### config.mk
export PLATFORM = sky130hd
export DESIGN_NAME = mem_stage
export DESIGN_NICKNAME = d
export VERILOG_FILES = /design/src/rtl/mem_stage.sv
export SDC_FILE = /design/constraint.sdc
export NUM_CORES = 1
export LEC_CHECK = 0
export ABC_AREA = 1
export BUFFER_PORTS_ARGS = -buffer_cell sky130_fd_sc_hd__buf_2
export CORE_MARGIN = 3
export CORE_UTILIZATION = 40
export CTS_BUF_LIST = sky130_fd_sc_hd__clkbuf_16
export DETAILED_ROUTE_END_ITERATION = 7
export PLACE_DENSITY = 0.7
export SLEW_MARGIN = 10
export SYNTH_ARGS = -nofsm -noshare
export SYNTH_HDL_FRONTEND = slang
export SYNTH_SLANG_ARGS = --single-unit
### constraint.sdc
create_clock -name clk -period 2.8 [get_ports clk]
set_input_delay 0.28 -clock clk [delete_from_list [all_inputs] [get_ports clk]]
set_output_delay 0.28 -clock clk [all_outputs]
set_load 0.005 [all_outputs]
### src/rtl/mem_stage.sv
// rtl/mem_stage.sv - memory pipeline stage: stage register, bus FSM and load/store writeback.
// Optional bus timeout/abort with sticky error is enabled by defining MEM_TIMEOUT_EN.
module mem_stage #(
  parameter int TIMEOUT_CYCLES = 16
) (
  input  logic        clk,
  input  logic        rstn,
  input  logic        i_MEM_dmemWe,
  input  logic        i_MEM_regWe,
  input  logic        i_MEM_sByte,
  input  logic        i_MEM_sWRD,
  input  logic [4:0]  i_MEM_WRA,
  input  logic [31:0] i_MEM_aluOut,
  input  logic [31:0] i_MEM_rd2,
  output logic        o_MEM_req,
  output logic        o_MEM_we,
  output logic [31:0] o_MEM_addr,
  output logic [31:0] o_MEM_wdata,
  output logic [3:0]  o_MEM_be,
  input  logic        i_MEM_ack,
  input  logic [31:0] i_MEM_rdata,
  output logic        o_MEM_regWe,
  output logic [4:0]  o_MEM_WRA,
  output logic [31:0] o_MEM_WD,
  output logic        o_MEM_stall,
  output logic        o_MEM_err
);

  typedef enum logic {IDLE, BUSY} state_t;
  state_t state;

  logic        s_dmem_we, s_reg_we, s_sbyte, s_swrd;
  logic [4:0]  s_wra;
  logic [31:0] s_alu, s_rd2;

  logic        b_load, b_byte;
  logic [4:0]  b_wra;

  logic        is_store, is_load, expire;
  logic [7:0]  lane;
  logic [31:0] load_data;

  if (TIMEOUT_CYCLES < 1) begin : g_bad_timeout
    $error("TIMEOUT_CYCLES must be at least 1");
  end

  // A simultaneous load+store request is a store; the load half is dropped.
  assign is_store = s_dmem_we;
  assign is_load  = s_reg_we & s_swrd & ~s_dmem_we;

  always_ff @(posedge clk or negedge rstn) begin
    if (!rstn) begin
      s_dmem_we <= 1'b0;
      s_reg_we  <= 1'b0;
      s_sbyte   <= 1'b0;
      s_swrd    <= 1'b0;
      s_wra     <= 5'd0;
      s_alu     <= 32'd0;
      s_rd2     <= 32'd0;
    end else if (!o_MEM_stall) begin
      s_dmem_we <= i_MEM_dmemWe;
      s_reg_we  <= i_MEM_regWe;
      s_sbyte   <= i_MEM_sByte;
      s_swrd    <= i_MEM_sWRD;
      s_wra     <= i_MEM_WRA;
      s_alu     <= i_MEM_aluOut;
      s_rd2     <= i_MEM_rd2;
    end
  end

  // For byte accesses the bus address is unaligned, so its low bits pick the lane.
  always_comb begin
    lane = i_MEM_rdata[7:0];
    case (o_MEM_addr[1:0])
      2'd1:    lane = i_MEM_rdata[15:8];
      2'd2:    lane = i_MEM_rdata[23:16];
      2'd3:    lane = i_MEM_rdata[31:24];
      default: lane = i_MEM_rdata[7:0];
    endcase
    load_data = b_byte ? {{24{lane[7]}}, lane} : i_MEM_rdata;
  end

`ifdef MEM_TIMEOUT_EN
  logic [31:0] busy_cnt;

  assign expire = (state == BUSY) && !i_MEM_ack && (busy_cnt == 32'(TIMEOUT_CYCLES - 1));

  always_ff @(posedge clk or negedge rstn) begin
    if (!rstn) begin
      busy_cnt  <= 32'd0;
      o_MEM_err <= 1'b0;
    end else begin
      if (state == BUSY && !i_MEM_ack && !expire) busy_cnt <= busy_cnt + 32'd1;
      else                                        busy_cnt <= 32'd0;
      if (expire) o_MEM_err <= 1'b1;
    end
  end
`else
  assign expire    = 1'b0;
  assign o_MEM_err = 1'b0;
`endif

  always_ff @(posedge clk or negedge rstn) begin
    if (!rstn) begin
      state       <= IDLE;
      o_MEM_req   <= 1'b0;
      o_MEM_we    <= 1'b0;
      o_MEM_addr  <= 32'd0;
      o_MEM_wdata <= 32'd0;
      o_MEM_be    <= 4'h0;
      o_MEM_stall <= 1'b0;
      o_MEM_regWe <= 1'b0;
      o_MEM_WRA   <= 5'd0;
      o_MEM_WD    <= 32'd0;
      b_load      <= 1'b0;
      b_byte      <= 1'b0;
      b_wra       <= 5'd0;
    end else begin
      o_MEM_regWe <= 1'b0;
      case (state)
        IDLE: begin
          if (is_store || is_load) begin
            state       <= BUSY;
            o_MEM_req   <= 1'b1;
            o_MEM_stall <= 1'b1;
            o_MEM_we    <= is_store;
            b_load      <= is_load;
            b_byte      <= s_sbyte;
            b_wra       <= s_wra;
            if (s_sbyte) begin
              o_MEM_addr  <= s_alu;
              o_MEM_be    <= 4'b0001 << s_alu[1:0];
              o_MEM_wdata <= {4{s_rd2[7:0]}};
            end else begin
              o_MEM_addr  <= {s_alu[31:2], 2'b00};
              o_MEM_be    <= 4'hF;
              o_MEM_wdata <= s_rd2;
            end
          end else begin
            o_MEM_regWe <= s_reg_we;
            o_MEM_WRA   <= s_wra;
            o_MEM_WD    <= s_alu;
          end
        end
        BUSY: begin
          if (i_MEM_ack || expire) begin
            state       <= IDLE;
            o_MEM_req   <= 1'b0;
            o_MEM_we    <= 1'b0;
            o_MEM_addr  <= 32'd0;
            o_MEM_wdata <= 32'd0;
            o_MEM_be    <= 4'h0;
            o_MEM_stall <= 1'b0;
            if (i_MEM_ack && b_load) begin
              o_MEM_regWe <= 1'b1;
              o_MEM_WRA   <= b_wra;
              o_MEM_WD    <= load_data;
            end
          end
        end
        default: state <= IDLE;
      endcase
    end
  end

endmodule

# [Yosys cells after proc, flatten, opt, wreduce, memory -nomap -nowiden]
# Index checks and enable logic that the tools add are counted.
[totals] ff_bits=189 out_inout_bits=110
[classes] n_eq_ne=7 shift=1 muxes=33 n_bitwise=4 reduce_logical=5
[ops] op="32-bit two-way mux" count=8
[ops] op="32-bit one-hot mux with 2 select lines" count=3
[ops] op="8-bit one-hot mux with 3 select lines" count=1
[ops] op="5-bit two-way mux" count=3
[ops] op="4-bit two-way mux" count=3
[ops] op="5-bit one-hot mux with 2 select lines" count=1
[ops] op="1-bit two-way mux" count=8
[ops] op="1-bit one-hot mux with 2 select lines" count=4
[ops] op="4-bit one-hot mux with 2 select lines" count=1
[ops] op="2-bit != test (second input constant)" count=3
[ops] op="2-bit equality test (second input constant)" count=2
[ops] op="2-bit AND reduction" count=2
[ops] op="1-bit by 2-bit left shift with 4-bit output (first input constant)" count=1
[ops] op="3-bit AND reduction" count=1
[ops] op="1-bit bitwise AND" count=2
[ops] op="2-bit by 1-bit equality test with 1-bit output (second input constant)" count=1
[ops] op="2-bit two-way mux" count=1
[ops] op="2-bit by 1-bit != test with 1-bit output (second input constant)" count=1
[ops] op="1-bit inverter" count=2
[ops] op="1-bit logical AND" count=1
[ops] op="1-bit logical OR" count=1

# [Depth between registers and ports, before layout]
# Gate-level depths: netlist of run 1.
[logic_depth] ltp_word=6 ltp_mapped=9 depth_no_buf=8

# [Worst setup path before layout of run 1]
# OpenSTA, ideal clock, no wires.
[synth_path] path_kind="reg-to-reg" from="reg s_reg_we" to="reg o_MEM_addr[10]" setup_time_ps=125 t_arrival_ps=1219 required_ps=2675 setup_slack_ps=1457 stages_incl_launch_ff=7 path_buffers=1 synth_period_minus_slack_ps=1343 cell_sequence="dfrtp_1 -> nand2_1 -> nand2_2 -> nand2_2 -> nand2_1 -> buf_4 -> mux2_2"
[synth_via] elab_chain_cells=5
[synth_rtl] item="from (decl)" line="32" source="logic s_dmem_we, s_reg_we, s_sbyte, s_swrd;"
[synth_rtl] item="from (signal assigned)" line="62" source="s_reg_we <= i_MEM_regWe;"
[synth_rtl] item="1-bit bitwise AND (2 in a row)" line="49" source="assign is_load = s_reg_we & s_swrd & ~s_dmem_we;"
[synth_rtl] item="1-bit logical OR" line="122" source="if (is_store || is_load) begin"
[synth_rtl] item="2-bit != test (no source line)"
[synth_rtl] item="2-bit AND reduction (no source line)"
[synth_rtl] item="to (signal assigned)" line="131" source="o_MEM_addr <= s_alu;"
[synth_rtl] item="to (signal assigned)" line="135" source="o_MEM_addr <= {s_alu[31:2], 2'b00};"
[synth_rtl] item="to (decl)" line="17" source="output logic [31:0] o_MEM_addr,"
# No other way between the ends.
# A chain may end at the register's enable or synchronous reset.

# [Worst setup path in the final report of run 1]
[layout_path] from="reg state" to="reg o_MEM_wdata[10]"
[layout_via] elab_chain_cells=3 word_cells_on_any_way=5 cone_classes="eq/ne (2); mux (1); bitwise (1); reduce/logical (1)"
[layout_rtl] item="from (decl)" line="30" source="state_t state;"
[layout_rtl] item="from (signal assigned)" line="105" source="state <= IDLE;"
[layout_rtl] item="from (signal assigned)" line="123" source="state <= BUSY;"
[layout_rtl] item="from (signal assigned)" line="147" source="state <= IDLE;"
[layout_rtl] item="1-bit inverter (no source line)"
[layout_rtl] item="2-bit != test (no source line)"
[layout_rtl] item="2-bit AND reduction (no source line)"
[layout_rtl] item="to (signal assigned)" line="133" source="o_MEM_wdata <= {4{s_rd2[7:0]}};"
[layout_rtl] item="to (signal assigned)" line="137" source="o_MEM_wdata <= s_rd2;"
[layout_rtl] item="to (decl)" line="18" source="output logic [31:0] o_MEM_wdata,"
# Parallel ways exist; a longest one is shown, timed or not.

==> results of run 1 <==
layout make-up:
class | count | share of cell area [%]
sequential | 189 | 47.23
multi-input combinational | 628 | 28.79
timing repair buffer | 233 | 12.43
clock buffer | 17 | 4.247
tap | 265 | 3.310
inverter | 61 | 2.298
clock inverter | 15 | 1.699
flip-flops by register name, summed over array words and instances, names as in the netlist:
name	count
o_MEM_WD	32
o_MEM_addr	32
o_MEM_wdata	32
s_alu	32
s_rd2	32
b_wra	5
o_MEM_WRA	5
s_wra	5
o_MEM_be	4
b_byte	1
b_load	1
is_store	1
o_MEM_regWe	1
o_MEM_stall	1
o_MEM_we	1
s_reg_we	1
s_sbyte	1
s_swrd	1
state	1
cell usage in the layout (no fill, tap or decap), types with 4 or more instances in the layout:
cell type / n
a21oi_1: 65
a31oi_1: 5
buf_2: 215
buf_4: 14
clkbuf_16: 17
dfrtp_1: 188
inv_1: 58
mux2_2: 27
nand2_1: 265
nand2_2: 4
nand3_1: 56
nor2_1: 115
o21ai_0: 81
o311ai_0: 4
layer usage:
| metal | part of all wire [%] | vias up | track usage (%) |
|---|---|---|---|
| li1 | - | 3378 | - |
| met1 | 46 | 3310 | 29.64 |
| met2 | 46 | 204 | 31.30 |
| met3 | 4.9 | 40 | 3.626 |
| met4 | 2.7 | 0 | 8.453 |
| met5 | 0 | - | 0 |
power breakdown:
part / internal, uW / leakage (uW) / switching [uW] / total (uW)
logic: 1800 / 0.00271 / 3210 / 5010
registers: 3950 / 0.00233 / 674 / 4620
clock network: 1400 / 0.000294 / 1040 / 2440
total: 7150 / 0.00533 / 4920 / 12100
per-stage QoR:
stage / total power, uW / utilization, % / instance area [um^2] / worst slack [ns]
floorplan: 7855 / - / 8119 / 1.457
global route: 13070 / 50.80 / 10020 / 0.5075
finish: 12070 / 50.80 / 10020 / 0.7409
detailed placement: 9653 / 47.73 / 9412 / 0.7723
CTS: 12150 / 50.80 / 10020 / 0.7411
global placement: 9519 / 47.73 / 9412 / 0.8181
worst max-delay path, cell delays in order, from the launching register on:
cell and delay [ns]:
dfrtp_2 0.39, buf_4 0.36, inv_1 0.12, nand2_2 0.09, buf_4 0.38, buf_4 0.41, o21ai_0 0.16
how the worst max path moves through the flow:
stage             start  cells past startpoint              end  slack (ns)
2_1_floorplan  s_reg_we                      6   o_MEM_addr[10]        1.46
3_3_place_gp      state                      6  o_MEM_wdata[29]        0.82
3_5_place_dp      state                      6  o_MEM_wdata[10]        0.77
4_1_cts           state                      7  o_MEM_wdata[10]        0.74
5_1_grt           state                      7  o_MEM_wdata[28]        0.51
6_report          state                      6  o_MEM_wdata[10]        0.74
kinds of logic after synthesis:
logic type             Yosys count
other                            1
buffers and inverters          116
flip-flops                     189
AND/OR/NAND/NOR                441
AO/OA/AOI/OAI                  159
multiplexers                    27
what timing repair did:
| item | 4_1_cts | 5_1_grt |
|---|---|---|
| resized for setup | 0 | 0 |
| setup buffers | 0 | 0 |
| endpoints found under the hold margin | 80 | 0 |
| hold buffers | 1 | 0 |
| setup endpoints to repair | 0 | 0 |
==> impl_metrics.yaml, run 1 <==
routing:
  drtIter0Drc: 495
  wire_per_inst_um: 16.21
  route.detailed.drc: 0
  via_per_inst: 4.923
  finalWirelength_um: 22820
  antenna_left: 0
  vias: 6932
  drt_pass1_iterations: 5
synth:
  yosysSeqAreaShare_pct: 58.25
  synth_nets: 1041
  synth_top_family_by_area: "simple AND/OR/NAND/NOR gates"
  synth_adder_area_share_pct: 0
  synth.most_common_cell: "nand2_1"
  synth_ff_type: "dfrtp_1"
  async_reset_ff_share_pct: 100.0
  avgSynthCellArea_um2: 8.702
  synth.area.mux_share_pct: 3.745
  synth_top_cell_by_area: "dfrtp_1"
  syn-cell-area_um2: 8119
  ys_types: 24
  synth_area_leaders: "dfrtp_1 (58%), nand2_1 (12%), nor2_1 (5.3%), o21ai_0 (5.0%), a21oi_1 (4.0%)"
  syn_inst: 933
  synth_xor_area_share_pct: 0
  synth_top_cell_area_share_pct: 58.25
  synth-edff-count: 0
  synth_compound_area_share_pct: 10.26
  synth-simple-area-share_pct: 21.47
  ys_ff_latch: 189
  yosysWarnings: 0
  synth_common_cells: "nand2_1 (265), dfrtp_1 (189), nor2_1 (115)"
status:
  status: "completed"
timing:
  slew_headroom_pct: 51.17
  hold_violations: 0
  max_freq_mhz: 485.6
  worst_pin_slew_ns: 0.7324
  fin_crit_sh_pct: 73.54
  slew_violations: 0
  rsz0062_at_grt: "false"
  skew_ns: 0.009337
  fin_hold_ws_ns: 0.04575
  setup_tns_ns: 0
  fin_crit_ns: 2.059
  setup_viol: 0
clock_tree:
  clock_latency_ns: 0.42
  clock-sinks: 189
  cts_buffers: 17
  cts_max_level: 4
  root_buffer: "clkbuf_16"
  tritoncts: "yes"
  clock_path_buffers: 2
  path_clk_slew_ns: 0.07
global_route:
  grt_use_total_pct: 20.68
  grt_max_degree: 85
  antenna_found_initial: 0
  grt_remaining_overflow: 0
  grt_pass1_wl_um: 36140
  grt_pass1_vias: 6806
setup_path:
  cp.arrival_ns: 2.34
  cp-start-kind: "register"
  reg2reg_depth: 6
  crit_fanout: 46
  cp-end-kind: "register"
  critPathRequiredTime_ns: 3.08
  r2r-start: "state"
  crit_type: "register to register"
  r2r_end: "o_MEM_wdata[10]"
  r2r_setup_slack_ns: 0.74
run:
  max_cap_viol_count: 0
die:
  num_rows: 51
  fp.dieW_um: 148.5
  start_util_pct: 41.18
  io_pins: 218
  dieArea_um2: 22040
  core_um2: 19720
  chipHeight_um: 148.5
finish:
  fin_cells: 1408
  multi_input_area_um2: 2884
  final_nets: 1238
  final-seq-area_um2: 4731
  diodes: 0
  n_fill_cell: 1905
  drive_above_1_share_pct: 26.16
  syn_to_final_growth_pct: 23.38
worst_hold_path:
  min_path_type: "input pin to register"
  min_to: "s_wra[3]"
  hp-start: "i_MEM_WRA[3]"
  whs_path_depth: 3
power_and_ir_drop:
  p_per_area_nw_per_um2: 1205
  leakage_uw: 0.005335
  peakVddDrop_v: 0.0006164
placed_design:
  port_buffers: 216
  globalplace.congestion: 0.8818
  placed_cells: 1375
  dp_hpwl_um: 16240
No activity file was read; power rests on OpenSTA's default activity.
==> inputs of run 2 (changes only) <==
Clock period 2.8 ns to 2.1 ns, I/O delays scaled along.
==> impl_metrics.yaml, run 2 (synthesis gave the netlist of run 1 again) <==
routing:
  route.detailed.drc: 0
  via_per_inst: 4.905
  antenna_left: 0
  wire_per_inst_um: 15.90
  drtIter0Drc: 522
  drt_pass1_iterations: 5
  finalWirelength_um: 23380
  vias: 7211
timing:
  skew_ns: 0.01150
  fin_crit_sh_pct: 82.83
  worst_pin_slew_ns: 0.5345
  max_freq_mhz: 574.9
  fin_crit_ns: 1.739
  slew_violations: 0
  setup_tns_ns: 0
  hold_violations: 0
  rsz0062_at_grt: "false"
  setup_viol: 0
  slew_headroom_pct: 64.37
finish:
  final-seq-area_um2: 4731
  diodes: 0
  syn_to_final_growth_pct: 31.48
  final_area_um2: 10680
  finish.utilization_pct: 54.14
  n_fill_cell: 1824
  multi_input_area_um2: 2884
  layout_commonest_cell: "nand2_1"
  layout_common_cells: "nand2_1 (265), buf_2 (215), dfrtp_1 (188)"
  fin_cells: 1470
  drive_above_1_share_pct: 25.31
  final_nets: 1300
status:
  status: "completed"
placed_design:
  placed_cells: 1380
  port_buffers: 216
  dp_hpwl_um: 16120
  placed_cell_area_um2: 9487
  globalplace.congestion: 0.9060
worst_hold_path:
  min_path_type: "input pin to register"
  whs_path_depth: 3
clock_tree:
  clock_path_buffers: 2
  clock_latency_ns: 0.43
  cts_max_level: 4
  holdBufCountCts: 58
  tritoncts: "yes"
  root_buffer: "clkbuf_16"
  cts_buffers: 17
  path_clk_slew_ns: 0.07
  cts_setup_buffers: 0
  cts-resized-gates: 0
  clock-sinks: 189
setup_path:
  cpMaxStageDelayCell: "o21ai_4"
  critPathRequiredTime_ns: 2.45
  cp-end-kind: "register"
  reg2reg_depth: 6
  crit_fanout: 26
  cp-start-kind: "register"
  crit_type: "register to register"
  cp.arrival_ns: 2.09
  slowest_delay_ns: 0.44
  worstPathCellList: "nand2_1 > nand2_2 > o21ai_4 > buf_4 > nor2_1 > a31oi_1"
die:
  num_rows: 51
  core_um2: 19720
  dieArea_um2: 22040
  chipHeight_um: 148.5
  fp.dieW_um: 148.5
  start_util_pct: 41.18
  io_pins: 218
power_and_ir_drop:
  peakVddDrop_v: 0.0007547
  power.total_uw: 16390
  p_per_area_nw_per_um2: 1536
  leakage_uw: 0.005613
global_route:
  antenna_found_initial: 0
  grt_pass1_wl_um: 37000
  grt_max_degree: 63
  grt_use_total_pct: 21.22
  grt_pass1_vias: 7024
  grt_remaining_overflow: 0
run:
  max_cap_viol_count: 0
-- run 2: worst max-delay path, delay by kind of cell (launching register included) --
family / cells / cell delay, ns
flops: 1 / 0.40
compound gates: 2 / 0.59
buf+inv: 1 / 0.38
simple gates: 3 / 0.29
-- run 2: routing by layer --
| layer | track usage (%) | share of wire (%) | up-vias |
|---|---|---|---|
| met5 | 0 | 0 | - |
| met1 | 29.12 | 44 | 3399 |
| met4 | 9.885 | 3.8 | 0 |
| li1 | - | - | 3496 |
| met2 | 32.60 | 46 | 258 |
| met3 | 4.235 | 5.7 | 58 |
-- run 2: area by class of cell --
class | instances | share of cell area (%)
inverters | 61 | 2.157
clock inverters | 15 | 1.711
well taps | 265 | 3.106
multi-input cells | 628 | 27.02
clock buffers | 17 | 3.985
flip-flops and latches | 189 | 44.32
repair buffers | 295 | 17.71
-- run 2: power by group --
group | internal, uW | total (uW) | switching [uW]
registers | 5260 | 6180 | 924
clock network | 1900 | 3350 | 1460
logic | 2590 | 6860 | 4270
total | 9740 | 16400 | 6650
-- run 2: worst paths after layout --
| check | from | end | slack, ns |
|---|---|---|---|
| max | s_reg_we | o_MEM_WRA[3] | 0.36 |
| min | i_MEM_aluOut[6] | s_alu[6] | 0.008 |
| max reg2reg | s_reg_we | o_MEM_WRA[3] | 0.36 |
| min reg2reg | is_store | b_load | 0.46 |
| max in group asynchronous | rstn | o_MEM_wdata[13] | 1.11 |
| min in group asynchronous | rstn | s_alu[20] | 0.34 |
-- run 2: metrics by stage --
stage	setup slack (ns)	hold WS, ns
2_1_floorplan	0.7567	-0.08559
3_3_place_gp	0.4100	0.2483
3_5_place_dp	0.3416	0.2504
4_1_cts	0.3438	0.0007395
5_1_grt	0.1958	0.002705
6_report	0.3605	0.007847
==> inputs of run 3 (changes only) <==
Clock period 2.1 ns to 1.8 ns, I/O delays scaled along.
==> impl_metrics.yaml, run 3 (synthesis gave the netlist of run 1 again) <==
status:
  status: "completed"
clock_tree:
  holdBufCountCts: 73
  path_clk_slew_ns: 0.07
  tritoncts: "yes"
  clock_latency_ns: 0.43
  root_buffer: "clkbuf_16"
  clock_path_buffers: 2
  cts-resized-gates: 0
  cts_max_level: 4
  cts_buffers: 17
  clock-sinks: 189
  cts_setup_buffers: 0
power_and_ir_drop:
  internal_power_uw: 11320
  p_clk_share_pct: 20.1
  peakVddDrop_v: 0.0008650
  swShare_pct: 40.58
  leakage_uw: 0.005663
  p_per_area_nw_per_um2: 1765
  power.combinational.fraction_pct: 42.0
  seqPwrFrac_pct: 37.9
  netSwitchingPower_uw: 7730
routing:
  finalWirelength_um: 23780
  wire_per_inst_um: 16.03
  drtIter0Drc: 442
  drt_pass1_iterations: 5
  antenna_left: 0
  vias: 7290
  via_per_inst: 4.916
  route.detailed.drc: 0
global_route:
  antenna_found_initial: 0
  grt_pass1_vias: 6978
  grt_remaining_overflow: 0
  grt_max_degree: 93
  grt_pass1_wl_um: 37360
  grt_use_total_pct: 21.42
timing:
  setup_viol: 0
  slew_violations: 0
  hold_violations: 0
  max_freq_mhz: 631.4
  fin_crit_sh_pct: 87.99
  worst_pin_slew_ns: 0.6038
  rsz0062_at_grt: "false"
  slew_headroom_pct: 59.69
  setup_tns_ns: 0
  fin_crit_ns: 1.584
  skew_ns: 0.01317
die:
  start_util_pct: 41.18
  num_rows: 51
  dieArea_um2: 22040
  io_pins: 218
  core_um2: 19720
  chipHeight_um: 148.5
  fp.dieW_um: 148.5
setup_path:
  cp.arrival_ns: 1.90
  cp-end-kind: "register"
  critPathRequiredTime_ns: 2.11
  crit_fanout: 31
  slowest_delay_ns: 0.37
  cpMaxStageDelayCell: "dfrtp_1"
  worstPathCellList: "nand2_1 > nand2_2 > nand2_2 > nand2_1 > buf_12 > mux2_2"
  cp_top_family: "simple AND/OR/NAND/NOR gates"
  crit_type: "register to register"
  cp-start-kind: "register"
  crit_buf_inv: 1
finish:
  drive_above_1_share_pct: 24.88
  diodes: 0
  final_nets: 1315
  final_area_um2: 10790
  layout_commonest_cell: "nand2_1"
  layout_common_cells: "nand2_1 (265), buf_2 (215), dfrtp_1 (188)"
  syn_to_final_growth_pct: 32.93
placed_design:
  globalplace.congestion: 0.8967
  placed_cell_area_um2: 9474
  dp_hpwl_um: 16010
  port_buffers: 216
worst_hold_path:
  min_path_type: "input pin to register"
run:
  max_cap_viol_count: 0
## run 3: path summary, 6_finish.rpt
check | from | endpoint | slack [ns] | depth (start not counted)
max | s_reg_we | o_MEM_addr[9] | 0.22 | 6
min | i_MEM_aluOut[31] | s_alu[31] | 0.02 | 3
max reg2reg | s_reg_we | o_MEM_addr[9] | 0.22 | 6
min reg2reg | is_store | b_load | 0.46 | 1
max in group asynchronous | rstn | o_MEM_wdata[8] | 0.88 | 3
min in group asynchronous | rstn | s_alu[15] | 0.26 | 2
## run 3: worst reg2reg max path, cell delays in order (launching register included)
cell and delay [ns]:
dfrtp_1 0.37, nand2_1 0.09, nand2_2 0.13, nand2_2 0.14, nand2_1 0.13, buf_12 0.23
mux2_2 0.37
## run 3: power groups by stage
stage	clock [uW]	sequential (uW)	combinational, uW
after floorplan	0	7060	5160
after global placement	0	7220	7720
after detailed placement	0	7260	7870
after CTS	3910	7200	8030
after global routing	4080	7430	9050
final	3830	7220	8000
## run 3: through the flow
step / utilization [%] / setup slack (ns) / total power (uW) / hold WS, ns / std cells
after global routing: 54.74 / 0.03500 / 20550 / 0.01100 / 1483
after global placement: 48.05 / 0.2264 / 14930 / 0.1685 / 1380
after detailed placement: 48.05 / 0.2158 / 15130 / 0.1653 / 1380
final: 54.74 / 0.2162 / 19050 / 0.01880 / 1483
after floorplan: - / 0.4567 / 12220 / -0.1156 / 933
after CTS: 54.74 / 0.2034 / 19140 / 0.003158 / 1483
## run 3: layout make-up
class	count	area (um^2)
clock buffers	17	425.4
clock inverters	13	162.7
fillers	1750	8925
flip-flops and latches	189	4731
inverters	61	230.2
repair buffers	310	2028
well taps	265	331.6
multi-input cells	628	2884
## run 3: per-layer routing
layer / wire (um) / GRT usage (%) / share of wire, % / vias to the layer above
met1: 10590 / 30.21 / 45 / 3437
met2: 10930 / 32.80 / 46 / 265
met5: 0 / 0 / 0 / -
li1: - / - / - / 3526
met3: 1294 / 3.352 / 5.4 / 62
met4: 965 / 9.746 / 4.1 / 0
